===== config.mk =====
export PLATFORM = sky130hd
export DESIGN_NAME = mod_exp_flat
export DESIGN_NICKNAME = d
export VERILOG_FILES = /design/src/rtl/rsa_pkg.sv /design/src/rtl/mod_exp_if.sv /design/src/rtl/mod_mul.sv /design/src/rtl/mod_exp.sv /design/src/flat_wrapper.sv
export SDC_FILE = /design/constraint.sdc
export NUM_CORES = 2
export LEC_CHECK = 0
export CAP_MARGIN = 30
export CORE_MARGIN = 10
export CORE_UTILIZATION = 29
export CTS_BUF_LIST = sky130_fd_sc_hd__clkbuf_8
export DETAILED_ROUTE_END_ITERATION = 7
export GPL_TIMING_DRIVEN = 0
export RECOVER_POWER = 25
export SETUP_SLACK_MARGIN = 0.3
export SLEW_MARGIN = 20
export SYNTH_ARGS = -nofsm -noshare
export SYNTH_HDL_FRONTEND = slang
export SYNTH_SLANG_ARGS = --single-unit

===== constraint.sdc =====
create_clock -name clk -period 13.8 [get_ports clk]
set_input_delay 2.76 -clock clk [delete_from_list [all_inputs] [get_ports clk]]
set_output_delay 2.76 -clock clk [all_outputs]
set_load 0.02 [all_outputs]

===== src/rtl/rsa_pkg.sv =====
// Shared encodings and default 192-bit constants for the modular exponentiation path.
// The default modulus is 2^192 - 2^64 - 1, so R = 2^64 + 1 and R^2 = 2^128 + 2^65 + 1.
package rsa_pkg;

   localparam int DEF_K    = 192;
   localparam int DEF_LOGK = 8;
   localparam int DEF_EW   = 192;
   localparam int DEF_LOGEW = 8;

   localparam logic [191:0] DEF_M        = 192'hfffffffffffffffffffffffffffffffeffffffffffffffff;
   localparam logic [191:0] DEF_R_MOD_M  = 192'h000000000000000000000000000000010000000000000001;
   localparam logic [191:0] DEF_R2_MOD_M = 192'h000000000000000100000000000000020000000000000001;

   typedef enum logic [2:0] {
      IDLE      = 3'd0,
      TO_MONT   = 3'd1,
      SQUARE    = 3'd2,
      MULT      = 3'd3,
      FROM_MONT = 3'd4,
      DONE      = 3'd5
   } exp_state_t;

   typedef enum logic [1:0] {
      ISSUE   = 2'd0,
      WAIT    = 2'd1,
      RELEASE = 2'd2
   } phase_t;

   typedef enum logic [1:0] {
      MM_IDLE   = 2'd0,
      MM_RUN    = 2'd1,
      MM_ENDING = 2'd2
   } mm_state_t;

endpackage


===== src/rtl/mod_exp_if.sv =====
// Request/response bundle between the exponentiation controller and its client.
interface mod_exp_if import rsa_pkg::*; #(
   parameter int K  = DEF_K,
   parameter int EW = DEF_EW
);
   logic          start;
   logic [K-1:0]  base;
   logic [EW-1:0] exp;
   logic [K-1:0]  result;
   logic          busy;
   logic          done;

   modport master (output start, output base, output exp,
                   input result, input busy, input done);
   modport slave  (input start, input base, input exp,
                   output result, output busy, output done);
endinterface


===== src/rtl/mod_mul.sv =====
// Bit-serial Montgomery multiplier: z = x*y*2^-k mod m, one x bit per cycle.
// y is read combinationally every step, so the caller keeps it stable until done.
module mod_mul import rsa_pkg::*; #(
   parameter int          k    = DEF_K,
   parameter int          logk = DEF_LOGK,
   parameter logic [k-1:0] m   = k'(DEF_M)
) (
   input  logic         clk,
   input  logic         rst_n,
   input  logic         start,
   input  logic [k-1:0] x,
   input  logic [k-1:0] y,
   output logic [k-1:0] z,
   output logic         done
);

   mm_state_t     state, state_d;
   logic [k+1:0]  acc, acc_x, acc_q, a_next;
   logic [k-1:0]  xs;
   logic [logk-1:0] cnt;
   logic          last;

   assign last = (cnt == logk'(k - 1));
   assign done = (state == MM_ENDING);

   // acc stays below 2m across steps, so k+2 bits cover acc + y + m
   always_comb begin
      acc_x  = acc + (xs[0] ? {2'b00, y} : '0);
      acc_q  = acc_x + (acc_x[0] ? {2'b00, m} : '0);
      a_next = acc_q >> 1;
   end

   always_ff @(posedge clk or negedge rst_n) begin
      if (!rst_n) state <= MM_IDLE;
      else        state <= state_d;
   end

   always_comb begin
      state_d = state;
      case (state)
         MM_IDLE:   if (start) state_d = MM_RUN;
         MM_RUN:    if (last)  state_d = MM_ENDING;
         MM_ENDING: if (!start) state_d = MM_IDLE;
         default:   state_d = MM_IDLE;
      endcase
   end

   always_ff @(posedge clk or negedge rst_n) begin
      if (!rst_n) begin
         acc <= '0;
         xs  <= '0;
         cnt <= '0;
         z   <= '0;
      end else begin
         case (state)
            MM_IDLE: if (start) begin
               acc <= '0;
               xs  <= x;
               cnt <= '0;
            end
            MM_RUN: begin
               acc <= a_next;
               xs  <= xs >> 1;
               cnt <= cnt + 1'b1;
               if (last)
                  z <= (a_next >= {2'b00, m}) ? k'(a_next - {2'b00, m}) : a_next[k-1:0];
            end
            default: ;
         endcase
      end
   end

endmodule


===== src/rtl/mod_exp.sv =====
// Left-to-right square-and-multiply exponentiation in the Montgomery domain,
// sequencing a single mod_mul through ISSUE/WAIT/RELEASE per multiplication.
module mod_exp import rsa_pkg::*; #(
   parameter int           K        = DEF_K,
   parameter int           LOGK     = DEF_LOGK,
   parameter int           EW       = DEF_EW,
   parameter int           LOGEW    = DEF_LOGEW,
   parameter logic [K-1:0] M        = K'(DEF_M),
   parameter logic [K-1:0] R_MOD_M  = K'(DEF_R_MOD_M),
   parameter logic [K-1:0] R2_MOD_M = K'(DEF_R2_MOD_M)
) (
   input logic      clk,
   input logic      rst_n,
   mod_exp_if.slave io
);

   exp_state_t     state, state_d, nxt;
   phase_t         ph, ph_d;
   logic           mul_start, mul_start_d;
   logic [K-1:0]   mul_x, mul_y, mul_z;
   logic           mul_done;
   logic           start_q, accept, cap, adv, e_bit, step_idx;
   logic [K-1:0]   reg_b, acc, xm, result;
   logic [EW-1:0]  reg_e;
   logic [LOGEW-1:0] idx;

   // reg_e shifts left as idx counts down, so its MSB is always bit idx of exp
   assign e_bit     = reg_e[EW-1];
   assign io.busy   = (state != IDLE) && (state != DONE);
   assign io.done   = (state == DONE);
   assign io.result = result;

   mod_mul #(.k(K), .logk(LOGK), .m(M)) u_mul (
      .clk   (clk),
      .rst_n (rst_n),
      .start (mul_start),
      .x     (mul_x),
      .y     (mul_y),
      .z     (mul_z),
      .done  (mul_done)
   );

   always_comb begin
      mul_x = '0;
      mul_y = '0;
      case (state)
         TO_MONT:   begin mul_x = reg_b; mul_y = R2_MOD_M; end
         SQUARE:    begin mul_x = acc;   mul_y = acc;      end
         MULT:      begin mul_x = acc;   mul_y = xm;       end
         FROM_MONT: begin mul_x = acc;   mul_y = K'(1);    end
         default: ;
      endcase
   end

   always_comb begin
      nxt = state;
      case (state)
         TO_MONT:   nxt = SQUARE;
         SQUARE:    nxt = e_bit ? MULT : ((idx == '0) ? FROM_MONT : SQUARE);
         MULT:      nxt = (idx == '0) ? FROM_MONT : SQUARE;
         FROM_MONT: nxt = DONE;
         default:   nxt = IDLE;
      endcase
   end

   always_ff @(posedge clk or negedge rst_n) begin
      if (!rst_n) begin
         state     <= IDLE;
         ph        <= ISSUE;
         mul_start <= 1'b0;
      end else begin
         state     <= state_d;
         ph        <= ph_d;
         mul_start <= mul_start_d;
      end
   end

   always_comb begin
      state_d     = state;
      ph_d        = ph;
      mul_start_d = mul_start;
      accept      = 1'b0;
      cap         = 1'b0;
      adv         = 1'b0;
      case (state)
         IDLE: if (io.start && !start_q) begin
            accept  = 1'b1;
            state_d = TO_MONT;
            ph_d    = ISSUE;
         end
         DONE: state_d = IDLE;
         default: begin
            case (ph)
               ISSUE: begin
                  mul_start_d = 1'b1;
                  ph_d        = WAIT;
               end
               WAIT: if (mul_done) begin
                  cap         = 1'b1;
                  mul_start_d = 1'b0;
                  ph_d        = RELEASE;
               end
               RELEASE: begin
                  adv     = 1'b1;
                  ph_d    = ISSUE;
                  state_d = nxt;
               end
               default: ph_d = ISSUE;
            endcase
         end
      endcase
   end

   assign step_idx = adv && (((state == SQUARE) && !e_bit) || (state == MULT));

   always_ff @(posedge clk or negedge rst_n) begin
      if (!rst_n) begin
         start_q <= 1'b0;
         reg_b   <= '0;
         reg_e   <= '0;
         acc     <= '0;
         xm      <= '0;
         result  <= '0;
         idx     <= LOGEW'(EW - 1);
      end else begin
         start_q <= io.start;
         if (accept) begin
            reg_b <= io.base;
            reg_e <= io.exp;
            acc   <= R_MOD_M;
            idx   <= LOGEW'(EW - 1);
         end
         if (cap) begin
            case (state)
               TO_MONT:      xm     <= mul_z;
               SQUARE, MULT: acc    <= mul_z;
               FROM_MONT:    result <= mul_z;
               default: ;
            endcase
         end
         if (step_idx) begin
            idx   <= idx - 1'b1;
            reg_e <= reg_e << 1;
         end
      end
   end

endmodule

===== src/flat_wrapper.sv =====
// flat-port wrapper written by rule: the top's interface ports become plain ports
module mod_exp_flat import rsa_pkg::*;
#(
   parameter int           K        = DEF_K,
   parameter int           LOGK     = DEF_LOGK,
   parameter int           EW       = DEF_EW,
   parameter int           LOGEW    = DEF_LOGEW,
   parameter logic [K-1:0] M        = K'(DEF_M),
   parameter logic [K-1:0] R_MOD_M  = K'(DEF_R_MOD_M),
   parameter logic [K-1:0] R2_MOD_M = K'(DEF_R2_MOD_M)
)
  (clk, rst_n, io_start, io_base, io_exp, io_result, io_busy, io_done);
  mod_exp_if #(.K(K), .EW(EW)) io_i ();
  input logic clk;
  input logic rst_n;
  input wire logic [$bits(io_i.start)-1:0] io_start;
  input wire logic [$bits(io_i.base)-1:0] io_base;
  input wire logic [$bits(io_i.exp)-1:0] io_exp;
  output wire logic [$bits(io_i.result)-1:0] io_result;
  output wire logic [$bits(io_i.busy)-1:0] io_busy;
  output wire logic [$bits(io_i.done)-1:0] io_done;
  assign io_i.start = io_start;
  assign io_i.base = io_base;
  assign io_i.exp = io_exp;
  assign io_result = io_i.result;
  assign io_busy = io_i.busy;
  assign io_done = io_i.done;
  mod_exp #(.K(K), .LOGK(LOGK), .EW(EW), .LOGEW(LOGEW), .M(M), .R_MOD_M(R_MOD_M), .R2_MOD_M(R2_MOD_M)) u_core (.clk(clk), .rst_n(rst_n), .io(io_i));
endmodule

After elaboration in Yosys (flattened, before gate mapping)
Cells that the tools add are included.

Add/sub/neg operators: 5. Magnitude comparators: 1. Equality and inequality tests: 17. Mux-type cells: 41. Bitwise logic cells: 2. Reduce and logical (&&, ||, !) cells: 27.

Operators by type and width (number): 2-to-1 mux 192 bit (9); one-hot mux 192 bit (2 select lines) (2); one-hot mux 192 bit (4 select lines) (1); adder 194 x 192 -> 194 bit (2); one-hot mux 194 bit (2 select lines) (1); 2-to-1 mux 194 bit (1); greater-or-equal comparator 193 x 192 -> 1 bit (second input constant) (1); subtractor 192 bit (second input constant) (1); 2-to-1 mux 8 bit (3); one-hot mux 8 bit (2 select lines) (1); 2-to-1 mux 3 bit (4); one-hot mux 3 bit (4 select lines) (1); 2-to-1 mux 2 bit (5); AND reduction 2 bit (5); AND reduction 3 bit (3); adder 8 x 1 -> 8 bit (second input constant) (1); == test 8 bit (second input constant) (1); logical NOT 8 bit (1); 2-to-1 mux 1 bit (8); one-hot mux 2 bit (2 select lines) (2); subtractor 8 x 1 -> 8 bit (second input constant) (1); == test 3 x 2 -> 1 bit (second input constant) (2); == test 3 bit (second input constant) (2); inequality test 2 x 1 -> 1 bit (second input constant) (3); 19 further kinds (32).

Flip-flop bits (word level): 1563. Input bits: 387. Output and inout port bits: 194. Logic and storage cells: 108.

Depth between registers and ports, before layout
Word-level depth: 8. Gate-level depth with buffers: 54. Gate-level depth less buffers: 48.

Cells and area by module
From an unflattened synthesis, not the netlist that was laid out.

Cells, all modules: 10673. Area total of the unflattened synthesis: 98700.9 um^2.

By module, submodules not included: mod_mul (instances 1, cells an instance 7624, area an instance 58059.4 um^2, seq. area each 14689.1 um^2); mod_exp (instances 1, cells an instance 3049, area an instance 40641.5 um^2, seq. area each 24407.2 um^2).

Worst setup path before layout
No wires, ideal clock.

Path kind: register -> register. Start point: register u_core.state[1]. End point: register u_core.u_mul.z[187]. Library setup time: 0.129 ns. Arrival time: 10.988 ns. Data required time: 13.671 ns. Slack: 2.683 ns. Cell stages (with the launch flop): 48. Path buffers: 4. Clock period less this slack: 11.117 ns. Cell sequence: dfrtp_1 > clkbuf_1 > nor3b_1 > o21ai_1 > clkbuf_1 > nor2_1 > ha_1 > a21o_1 > a21oi_1 > a21oi_1 > o41ai_1 > o21ai_0 > nor3b_1 > nor3_1 > and3b_1 > o311a_1 > o41ai_1 > o31a_1 > [... 12 more ...] > nor2_1 > and2_1 > inv_1 > o21ai_0 > mux2_2 > a31o_2 > a311oi_1 > and3b_1 > nand4_1 > nor4_1 > and4_1 > a31oi_1 > o21ba_2 > or3_1 > buf_2 > nor4_4 > mux2i_1 > nand3_1.

Word-level cells in the longest chain between the ends: 8. Elaborated cells between the ends (all ways): 12. Classes of those cells: add/sub (3); order compare (1); eq/ne (4); mux (4).

RTL lines: start: declaration (line mod_exp.sv:17) `exp_state_t state, state_d, nxt;`; start signal: assignment (line mod_exp.sv:72) `state <= state_d;`; == test 3 bit (tied with other cells) (line mod_exp.sv:46) `case (state)`; one-hot mux 192 bit (4 select lines) (*) (line mod_exp.sv:46); 2-to-1 mux 192 bit (*) (line mod_mul.sv:28) `acc_x = acc + (xs[0] ? {2'b00, y} : '0);`; adder 194 x 192 -> 194 bit (*) (line mod_mul.sv:28); 2-to-1 mux 192 bit (line mod_mul.sv:29) `acc_q = acc_x + (acc_x[0] ? {2'b00, m} : '0);`; adder 194 x 192 -> 194 bit (*) (line mod_mul.sv:29); subtractor 192 bit / greater-or-equal comparator 193 x 192 -> 1 bit (equally long branches) (line mod_mul.sv:66) `z <= (a_next >= {2'b00, m}) ? k'(a_next - {2'b00, m}) : a_next[k-1:0];`; 2-to-1 mux 192 bit (*) (line mod_mul.sv:66); end signal: assignment (line mod_mul.sv:66); end: declaration (line mod_mul.sv:13) `output logic [k-1:0] z,`.

Every way passes the cells marked *; elsewhere a longest branch is shown, timed or not. A chain may end at the register's enable or synchronous reset.

Final worst setup path
Start point: register u_core.state[1]. End point: register u_core.u_mul.z[125].

The elaborated chain is that of the path after synthesis.

==> summary.txt <==
Status
  • Status: complete, but fails checks
  • Failing checks: max-capacitance violations, max-slew violations

Floorplan
  • Die ar.: 354400 um2
  • Core region area: 330000 um2
  • Effective utilization at floorplan: 0.2908
  • Die height: 595.3 um
  • Die W: 595.3 um
  • I/O pins: 581
  • Site Rows: 211

Clocking
  • Num CTS Buffers: 293
  • Reg clk slew, reported paths: 0.06 ns
  • Clk root buf: clkbuf_8
  • CTS Buffer Depth: 4
  • Number of hold buffers added after cts: 0
  • Clock sink count: 1562
  • Clk_lat worst skew: 1.09 ns
  • CTS tree: built
  • H-tree Lvls: 5

Layout
  • Final #Nets: 12670
  • Most common cell after layout, fill and taps aside: nand2_1
  • Fillers: 34250
  • Most frequent cells in the layout: nand2_1, dfrtp_1, o21ai_0
  • Share of layout cells above drive strength 1: 0.1095
  • P&R area growth vs syn: 21.28%
  • Non-Filler Instances: 16500

Timing
  • Post-route clock period utilization: 0.9659
  • Setup violations, final: 0
  • Worst slew pin tran: 6.648 ns
  • Slew Limit Headroom: -3.432
  • Fin. Hold Viols: 0
  • Final Skew: 0.1546 ns
  • Final worst path period need: 13.33 ns
  • FMAX: 75.02 MHz
  • Pins Over Slew Limit: 331
  • RSZ-0062 raised after global routing: false

Drt
  • Routed vias: 89500
  • Drt drc: 0
  • Routed WL per cell: 23.40 um
  • DR vias/cell: 5.425
  • Number of DRC markers in iteration 0: 8166
  • Drt first pass iters: 8
  • Routed wire length: 386000 um
  • Antenna Nets Post-Route: 0

Worst setup path
  • Slowest CP cell: or4_4
  • Arr. time, crit path: 14.21 ns
  • Worst EP required: 14.68 ns
  • CP peak stage delay: 0.65 ns
  • Buf/Inv on CP: 10
  • CP Max Fanout: 10
  • Startpoint Class: register
  • Critical path class: reg -> reg
  • CP Capture Type: register
  • Kind of cell adding the most delay to the critical path: simple AND/OR/NAND/NOR gates

Place
  • Routability congestion estimate from global placement: 1.020
  • DP Cell Count: 15910
  • Port buffer count: 580
  • HPWL after DPL: 305800 um

GRT
  • Congestion Overflow GR: 0
  • Gr usage total: 0.2071
  • First-pass GRT wire length: 571800 um
  • Antenna violations before repair: 58
  • Largest net degree at the start of global routing: 137
  • Number of global-route vias before repair: 86910

Yosys
  • Number of flops mapped to enable cells by yosys: 0
  • Gate Count Post-Synth: 10900
  • Most common flop cell mapped by yosys: dfrtp_1
  • Synth async-reset ratio: 1.000
  • Sequential area share after synthesis: 0.4074
  • Unique masters post-synth: 121
  • Post-Syn Nets: 11680
  • Syn_area_per_cell: 8.802 um2
  • Synth warn: 0
  • Synthesized area: 95970 um2
  • Yosys reg bits: 1562

Power and ir drop
  • Pwr Total: 27.83 mW
  • PD cells: 239.1 nW/um2
  • Static leakage: 50.81 nW
  • VDD IR-drop max: 0.0001415 V

Flow run
  • Max_cap viols: 4

Hold path
  • Worst hold-check path type: reg -> reg
[layout make-up]
class / count / area, um2 / share of cell area
antenna: 17 / 42.54 / 0.0003655
buffer: 721 / 2914 / 0.02504
clock buffer: 374 / 5147 / 0.04422
clock inverter: 144 / 1151 / 0.009889
inverter: 156 / 585.6 / 0.005031
multi-input combinational: 8464 / 54670 / 0.4697
sequential: 1562 / 39100 / 0.3359
tap: 4366 / 5463 / 0.04693
timing repair buffer: 693 / 7328 / 0.06296
[cell usage after synthesis, types with 47 or more instances]
master	n	area share
mux2_2	390	0.046
and3_1	47	0.0031
a22o_1	301	0.027
nor2_1	663	0.026
xor2_1	199	0.018
ha_1	386	0.050
a21o_1	236	0.018
inv_1	156	0.0061
o21a_1	56	0.0044
o21bai_1	120	0.0094
nand3_1	190	0.0099
nand2b_1	63	0.0041
a21oi_1	584	0.030
or3_1	50	0.0033
nand2_1	1998	0.078
nor3_1	183	0.0095
o21ai_0	969	0.051
nor4_1	69	0.0045
a31oi_1	60	0.0039
a22oi_1	384	0.030
xnor2_1	309	0.028
nand4_1	216	0.014
a211oi_1	53	0.0041
and2_1	57	0.0037
a221o_1	200	0.021
clkbuf_1	666	0.026
dfrtp_1	1555	0.41
[worst reg2reg max path, delay by kind of cell, from the launching register on]
family | cells | cell delay [ns]
AND/OR/NAND/NOR | 14 | 4.74
AO/OA/AOI/OAI | 12 | 3.54
buffers and inverters | 10 | 2.79
adder cells (fa/ha/maj) | 2 | 0.68
XOR/XNOR | 3 | 0.64
flip-flops | 1 | 0.48
multiplexers | 1 | 0.27
[metal layers]
| metal | GRT usage | up-vias | share of wire |
|---|---|---|---|
| met3 | 0.05086 | 711 | 0.083 |
| met2 | 0.3162 | 3264 | 0.43 |
| met5 | 0 | - | 0.0012 |
| met1 | 0.2849 | 43730 | 0.45 |
| li1 | - | 41720 | - |
| met4 | 0.07232 | 72 | 0.039 |
[through the flow]
stage | area, um2 | util | TNS, ns | worst slack (ns) | hold WS, ns
after floorplan | 95970 | - | 0 | 2.683 | 0.4443
after global placement | 107200 | 0.3250 | - | -64.45 | 0.4557
after detailed placement | 108600 | 0.3292 | -422.58 | -3.121 | 0.4628
after CTS | 115700 | 0.3506 | 0 | 0.3035 | 0.4183
after global routing | 116400 | 0.3526 | 0 | 0.1534 | 0.4625
final | 116400 | 0.3527 | 0 | 0.4702 | 0.4271
[final timing paths]
| path | start | to | slack (ns) | depth (start not counted) |
|---|---|---|---|---|
| worst min register to register | u_core.reg_e[143]$_DFFE_PN0P_ | u_core.reg_e[144]$_DFFE_PN0P_ | 0.43 | 2 |
| max in group asynchronous | rst_n | u_core.io.result[61]$_DFFE_PN0P_ | 2.29 | 3 |
| worst max-delay path | u_core.state[1]$_DFFE_PN0P_ | u_core.u_mul.z[125]$_DFFE_PN0P_ | 0.47 | 42 |
| worst min-delay path | u_core.reg_e[143]$_DFFE_PN0P_ | u_core.reg_e[144]$_DFFE_PN0P_ | 0.43 | 2 |
| worst max register to register | u_core.state[1]$_DFFE_PN0P_ | u_core.u_mul.z[125]$_DFFE_PN0P_ | 0.47 | 42 |
| min in group asynchronous | rst_n | u_core.reg_b[114]$_DFFE_PN0P_ | 4.30 | 1 |
[what timing repair did]
item,in CTS,in global routing
setup buffers,20,26
endpoints found under the setup margin,192,192
pin swaps,14,31
resized for setup,134,162
[registers in the layout, indices dropped and copies added (netlist names), 192 cells and up]
name,flops
u_core.u_mul.acc,193
u_core.reg_b,192
u_core.io.result,192
u_core.xm,192
u_core.u_mul.z,192
u_core.acc,192
u_core.u_mul.xs,192
u_core.reg_e,192
[logic make-up after synthesis]
| group | synth area share |
|---|---|
| AOI/OAI and AO/OA | 0.2356 |
| adders and majority gates | 0.05053 |
| DFF | 0.4074 |
| and+or+nand+nor | 0.1764 |
| xor gates and xnor gates | 0.04704 |
| buffers and inverters | 0.03490 |
| muxes | 0.04816 |
[power by group]
part / leakage [nW] / switching (mW) / total, mW / internal (mW)
combinational: 26.6 / 11.9 / 17.7 / 5.80
clock: 3.47 / 2.17 / 4.87 / 2.70
sequential: 20.8 / 0.235 / 5.30 / 5.07
(Power assumes the default switching activity.)
